[config.mk]
export PLATFORM = sky130hd
export DESIGN_NAME = enc_mod_xor_seq
export DESIGN_NICKNAME = d
export VERILOG_FILES = /design/src/rtl/enc_mod_xor_seq.sv
export SDC_FILE = /design/constraint.sdc
export NUM_CORES = 1
export LEC_CHECK = 0
export ABC_CLOCK_PERIOD_IN_PS = 6400
export CAP_MARGIN = 10
export CORE_ASPECT_RATIO = 1.75
export CORE_MARGIN = 3
export CORE_UTILIZATION = 45
export DETAILED_ROUTE_END_ITERATION = 12
export GPL_TIMING_DRIVEN = 0
export PLACE_DENSITY = 0.71
export SYNTH_ARGS = -nofsm -noshare
export SYNTH_HDL_FRONTEND = slang
export SYNTH_SLANG_ARGS = --single-unit
[constraint.sdc]
create_clock -name clk -period 6.4 [get_ports clk]
set_clock_uncertainty 0.1 [all_clocks]
set_input_delay 1.6 -clock clk [delete_from_list [all_inputs] [get_ports clk]]
set_output_delay 1.6 -clock clk [all_outputs]
set_load 0.03 [all_outputs]
[src/rtl/enc_mod_xor_seq.sv]
// enc_mod_xor_seq
//   Multi-cycle encryption stage. Reduces the exponent result modulo p with a
//   bit-serial restoring reducer (one exponent bit per clock, MSB first), then
//   masks the key with r to form the cipher word. A p of zero skips the
//   reduction and reports err.
//
// Ports
//   clk    rising-edge clock
//   rst    synchronous, active-high reset
//   start  request, sampled only while idle
//   exp_i  dividend (DW bits)
//   p_i    modulus (PW bits)
//   r_i    mask XORed into the key (DW bits)
//   busy   reduction in progress
//   done   one-cycle completion pulse; k_o/c_o/err valid from this cycle
//   err    modulus was zero for the accepted request
//   k_o    exp mod p, zero-extended
//   c_o    k_o ^ r
//
// State  | meaning
// -------+-----------------------------------------------
// IDLE   | waiting for start; results held
// CALC   | shifting one exponent bit per clock into rem
// ZERO   | single cycle reporting divide-by-zero
module enc_mod_xor_seq #(
  parameter int DW = 64,
  parameter int PW = 32,
  parameter int CW = 7
) (
  input  logic          clk,
  input  logic          rst,
  input  logic          start,
  input  logic [DW-1:0] exp_i,
  input  logic [PW-1:0] p_i,
  input  logic [DW-1:0] r_i,
  output logic          busy,
  output logic          done,
  output logic          err,
  output logic [DW-1:0] k_o,
  output logic [DW-1:0] c_o
);

  typedef enum logic [1:0] {
    S_IDLE = 2'd0,
    S_CALC = 2'd1,
    S_ZERO = 2'd2
  } state_e;

  state_e        state_q, state_d;
  logic [DW-1:0] shift_q, shift_d;
  logic [PW-1:0] mod_q,   mod_d;
  logic [DW-1:0] mask_q,  mask_d;
  logic [PW-1:0] rem_q,   rem_d;
  logic [CW-1:0] cnt_q,   cnt_d;
  logic          busy_q,  busy_d;
  logic          done_q,  done_d;
  logic          err_q,   err_d;
  logic [DW-1:0] k_q,     k_d;
  logic [DW-1:0] c_q,     c_d;

  // One restoring step: bring in the next exponent bit and subtract the
  // modulus if it fits. Because rem < mod always holds, t fits in PW+1 bits
  // and the restored value always fits back into PW bits.
  logic [PW:0]   t;
  logic [PW:0]   t_sub;
  logic          t_ge;
  logic [PW-1:0] rem_nxt;
  logic          last_bit;

  always_comb begin
    t        = {rem_q, shift_q[DW-1]};
    t_sub    = t - {1'b0, mod_q};
    t_ge     = (t >= {1'b0, mod_q});
    rem_nxt  = t_ge ? t_sub[PW-1:0] : t[PW-1:0];
    last_bit = (cnt_q == CW'(DW-1));
  end

  // State register
  always_ff @(posedge clk) begin
    if (rst) begin
      state_q <= S_IDLE;
      shift_q <= '0;
      mod_q   <= '0;
      mask_q  <= '0;
      rem_q   <= '0;
      cnt_q   <= '0;
      busy_q  <= 1'b0;
      done_q  <= 1'b0;
      err_q   <= 1'b0;
      k_q     <= '0;
      c_q     <= '0;
    end else begin
      state_q <= state_d;
      shift_q <= shift_d;
      mod_q   <= mod_d;
      mask_q  <= mask_d;
      rem_q   <= rem_d;
      cnt_q   <= cnt_d;
      busy_q  <= busy_d;
      done_q  <= done_d;
      err_q   <= err_d;
      k_q     <= k_d;
      c_q     <= c_d;
    end
  end

  // Next-state and datapath update
  always_comb begin
    state_d = state_q;
    shift_d = shift_q;
    mod_d   = mod_q;
    mask_d  = mask_q;
    rem_d   = rem_q;
    cnt_d   = cnt_q;
    busy_d  = busy_q;
    done_d  = 1'b0;
    err_d   = err_q;
    k_d     = k_q;
    c_d     = c_q;

    unique case (state_q)
      S_IDLE: begin
        if (start) begin
          shift_d = exp_i;
          mod_d   = p_i;
          mask_d  = r_i;
          busy_d  = 1'b1;
          if (p_i != '0) begin
            state_d = S_CALC;
            rem_d   = '0;
            cnt_d   = '0;
          end else begin
            state_d = S_ZERO;
          end
        end
      end

      S_CALC: begin
        rem_d   = rem_nxt;
        shift_d = shift_q << 1;
        cnt_d   = cnt_q + CW'(1);
        if (last_bit) begin
          k_d     = DW'(rem_nxt);
          c_d     = DW'(rem_nxt) ^ mask_q;
          done_d  = 1'b1;
          err_d   = 1'b0;
          busy_d  = 1'b0;
          state_d = S_IDLE;
        end
      end

      S_ZERO: begin
        k_d     = '0;
        c_d     = mask_q;
        err_d   = 1'b1;
        done_d  = 1'b1;
        busy_d  = 1'b0;
        state_d = S_IDLE;
      end

      default: begin
        state_d = S_IDLE;
        busy_d  = 1'b0;
      end
    endcase
  end

  // Outputs come straight from registers: no input-to-output path.
  always_comb begin
    busy = busy_q;
    done = done_q;
    err  = err_q;
    k_o  = k_q;
    c_o  = c_q;
  end

endmodule

==> impl_summary.log <==
INFO  metric type_of_the_worst_setup_path = input port to flop
INFO  metric power_density_relative_to_cell_area = 327 nW/µm²
INFO  metric p_total = 6.19 mW
INFO  metric clock_input_transition_at_the_sequential_cells_of_the_worst_setup_and_hold_paths = 0.07 ns
INFO  metric layout_min_cycle_time = 4.47 ns
INFO  metric numClockSinks = 300
INFO  metric hp-class = flop to flop
INFO  metric via_count = 14380
INFO  metric die_w = ~140 µm
INFO  metric final_hold_viol_count = 0
INFO  metric grt_usage = 28.4%
INFO  metric cp.arrival = 4.86 ns
INFO  metric ys_async_sr_fraction = 0%
INFO  metric power.leakage = 7.18 nW
INFO  metric worstMarginPinSlew = 0.916 ns
INFO  metric yosys_synthesis_warning_count = 0
INFO  metric startpoint_of_the_worst_hold_path = k_o[5]
INFO  metric grt_start_max_net_pins = 17
INFO  metric ant_nets = 0
INFO  metric startpoint_type = input port
INFO  metric synth_flop_cell = sky130_fd_sc_hd__dfxtp_1
INFO  metric post_cts_buffers = 0
INFO  metric synth_cell_type_count = 83
INFO  metric hold_buffers = 0
INFO  metric library_cell_with_the_largest_summed_area_after_synthesis = sky130_fd_sc_hd__dfxtp_1
INFO  metric place.port_buffers = 260
INFO  metric tritoncts = built
INFO  metric finalCritPeriodShare = 69.9%
INFO  metric reg2reg_setup_slack = 2.66 ns
INFO  metric synth_edf_count = 0
INFO  metric clock_tree.htree_level_count = 1
INFO  metric drt_first_iter_violations = 946
INFO  metric antenna_found_initial = 0
INFO  metric boundaryPins = 294
INFO  metric worstHoldEndpoint = k_o[5]
INFO  metric drcViolationCount = 0
INFO  metric clk-insertion-delay-late = 0.56 ns
INFO  metric antenna_cells_inserted = 0
INFO  metric timing.critical_path.cells = clkdlybuf4s50_1, nor4_1, nand4_1, nor2_1, o21a_1, clkbuf_1, clkbuf_1, a22oi_1, nor2_1
INFO  metric synth.area.top_cells = sky130_fd_sc_hd__dfxtp_1 (41%), sky130_fd_sc_hd__nand2_1 (8.7%), sky130_fd_sc_hd__a21oi_1 (6.9%)
INFO  metric detailedPlacementHpwl = 40.0 mm
INFO  metric report.final.slew_viol_count = 0
INFO  metric gp_routability_congestion = 0.963
INFO  metric worst_hold_path.num_cells = 2
INFO  metric syn-cell-area = ~15000 µm²
INFO  metric cpPeakStageDelay = roughly 0.64 ns
INFO  metric max_freq = 224 MHz
INFO  metric vdd_ir_drop_max = 0.188 mV
INFO  metric postRouteWirelength = 51.5 mm
INFO  metric initial_core_util = 46.0%
INFO  metric cp_max_fo = 10
INFO  metric critPathRequiredTime = 6.79 ns
INFO  metric first_global_vias = 14201
INFO  metric clockBufferDepth = 3
INFO  metric grt.overflow.total = 0
INFO  metric buffer_type_at_the_clock_tree_root = sky130_fd_sc_hd__clkbuf_16
INFO  metric max_cap_viol_count = 0
INFO  metric setup_viol = 0
INFO  metric unrepaired_setup_endpoints_after_global_routing = false
INFO  metric slew-limit-headroom = 38.9%
INFO  metric syn_avg_cell_area = between 8 and 9 µm²
INFO  metric synth_commonest_cells = sky130_fd_sc_hd__nand2_1 (337), sky130_fd_sc_hd__dfxtp_1 (300), sky130_fd_sc_hd__a21oi_1 (201)
INFO  metric core_area = 31700 µm²
INFO  metric area_growth = 29.8%
INFO  metric grt_first_pass_wirelength = 78.0 mm
INFO  metric nNetsFinal = 2323
INFO  metric synth_cells = 1802
INFO  metric detail_route.vias_per_cell = 5.66
INFO  metric regToRegStartpoint = shift_q[63]
INFO  metric die_footprint = 34700 µm²
INFO  metric outcome = finished, final reports clean
INFO  metric rows = 86
INFO  metric ys_seq_area_share = 41.1%
INFO  metric post_cts.resized_instances = 0
INFO  metric detail_route.first_pass.iterations = 6
INFO  metric yosysMostFrequentCell = sky130_fd_sc_hd__nand2_1
INFO  metric critical_path.slowest_cell = sky130_fd_sc_hd__clkbuf_1
INFO  metric final.setup.tns = 0 ns
INFO  metric detail_routed_net_length_per_standard_cell = 20.3 µm
INFO  metric timing.reg2reg.worst_path_depth = 13
INFO  metric cts_buffers = 28
INFO  metric yosys_top_cell_area_share = 41.1%
INFO  metric synth-seq-cells = 300
INFO  metric floorplan.die.height = 244 µm
INFO  metric r2r_end = c_o[28]
INFO  metric setup.worst_path.end_class = flop
INFO  metric post_route_cells_drive_above_1_share = a little over 7%
==> where the power goes <==
part	total [mW]	switching (mW)	internal, mW
Clock	2.04	0.768	1.27
Combinational	2.01	1.25	0.765
Sequential	2.14	0.117	2.02
==> worst max-delay path, delay by kind of cell <==
kind	cells	cell delay [ns]
AOI/OAI and AO/OA	2	0.39
and+or+nand+nor	4	1.26
buffers and inverters	3	1.61
==> cells by family (layout without fill, tap and decap cells) <==
kind of cell | Yosys count | after routing | share of synthesized area [%]
AND/OR/NAND/NOR | 638 | 638 | 18.8
flip-flops | 300 | 300 | 41.1
AO/OA/AOI/OAI | 501 | 501 | 22.6
multiplexers | 75 | 75 | 5.17
adder cells (fa/ha/maj) | 37 | 37 | 3.22
other | 1 | 32 | 0.0257
XOR/XNOR | 39 | 39 | 2.34
buffers and inverters | 211 | 523 | 6.73
==> per-stage QoR <==
step / hold WS [ns] / area [µm²] / setup slack (ns) / utilization (%) / cells
2_1_floorplan: 0.336 / 14700 / 3.19 / - / 1833
3_3_place_gp: 0.338 / 17800 / 1.45 / 56.1 / 2489
3_5_place_dp: 0.343 / 17800 / 1.47 / 56.1 / 2489
4_1_cts: 0.352 / 19000 / 2.04 / 59.7 / 2541
5_1_grt: 0.369 / 19000 / 1.85 / 59.7 / 2541
6_report: 0.353 / 19000 / 1.93 / 59.7 / 2541
==> cell type report <==
type,count,area [µm²]
clock buffers,34,774
inverters,49,184
flip-flops and latches,300,6010
clock inverters,18,360
fillers,2915,12800
multi-input cells,1322,7730
repair buffers,260,2600
well taps,396,495
plain buffers,162,798
==> layout by cell type, fill, tap and decap left out, types with 6 or more instances in the layout <==
cell	instances
sky130_fd_sc_hd__a21o_1	16
sky130_fd_sc_hd__o21ai_2	7
sky130_fd_sc_hd__conb_1	32
sky130_fd_sc_hd__xor2_1	18
sky130_fd_sc_hd__a22oi_1	7
sky130_fd_sc_hd__nand2_1	337
sky130_fd_sc_hd__a311oi_1	10
sky130_fd_sc_hd__mux2i_1	72
sky130_fd_sc_hd__o31a_1	10
sky130_fd_sc_hd__nand4_1	12
sky130_fd_sc_hd__a31oi_1	10
sky130_fd_sc_hd__ha_1	36
sky130_fd_sc_hd__o31ai_1	6
sky130_fd_sc_hd__o211ai_1	14
sky130_fd_sc_hd__and2_1	19
sky130_fd_sc_hd__buf_1	13
sky130_fd_sc_hd__inv_1	49
sky130_fd_sc_hd__xnor2_1	21
sky130_fd_sc_hd__dfxtp_1	300
sky130_fd_sc_hd__nor3_1	10
sky130_fd_sc_hd__o21ai_1	6
sky130_fd_sc_hd__o21a_1	9
sky130_fd_sc_hd__clkbuf_1	93
sky130_fd_sc_hd__a211o_1	8
sky130_fd_sc_hd__buf_4	37
sky130_fd_sc_hd__or3_1	15
sky130_fd_sc_hd__o21bai_1	6
sky130_fd_sc_hd__and3_1	9
sky130_fd_sc_hd__a21oi_1	201
sky130_fd_sc_hd__nor4_1	14
sky130_fd_sc_hd__a211oi_1	91
sky130_fd_sc_hd__o21ai_0	50
sky130_fd_sc_hd__clkdlybuf4s50_1	260
sky130_fd_sc_hd__nand2b_1	7
sky130_fd_sc_hd__nor2_1	164
sky130_fd_sc_hd__nand3_1	29
sky130_fd_sc_hd__buf_2	16
sky130_fd_sc_hd__bufinv_16	10
sky130_fd_sc_hd__clkbuf_16	29
==> per-layer routing <==
| layer | track usage [%] | wire, µm | vias up | share of wire [%] |
|---|---|---|---|---|
| li1 | - | - | 6871 | - |
| met1 | 29.9 | 18400 | 6774 | 36 |
| met2 | 52.3 | 26700 | 572 | 52 |
| met3 | 4.27 | 3130 | 163 | 6.1 |
| met4 | 16.8 | 3270 | 0 | 6.4 |
| met5 | 0 | 0 | - | 0 |
==> worst max-delay path by stage <==
stage	cells past startpoint	end	startpoint	slack, ns
floorplan	8	rem_q[15]	p_i[24]	3.19
global placement	9	rem_q[15]	p_i[0]	1.45
detailed placement	9	cnt_q[1]	p_i[0]	1.47
CTS	9	cnt_q[1]	p_i[0]	2.04
global route	9	rem_q[15]	p_i[0]	1.85
finish	9	rem_q[15]	p_i[4]	1.93
==> sequential cells by signal, summed over array words and instances, names as in the netlist <==
name / cells
rem_q: 32
mod_q: 32
c_o: 64
err: 1
busy: 1
state_q: 2
shift_q: 64
k_o: 32
mask_q: 64
done: 1
cnt_q: 7
Power figures use the tool's default switching activity.
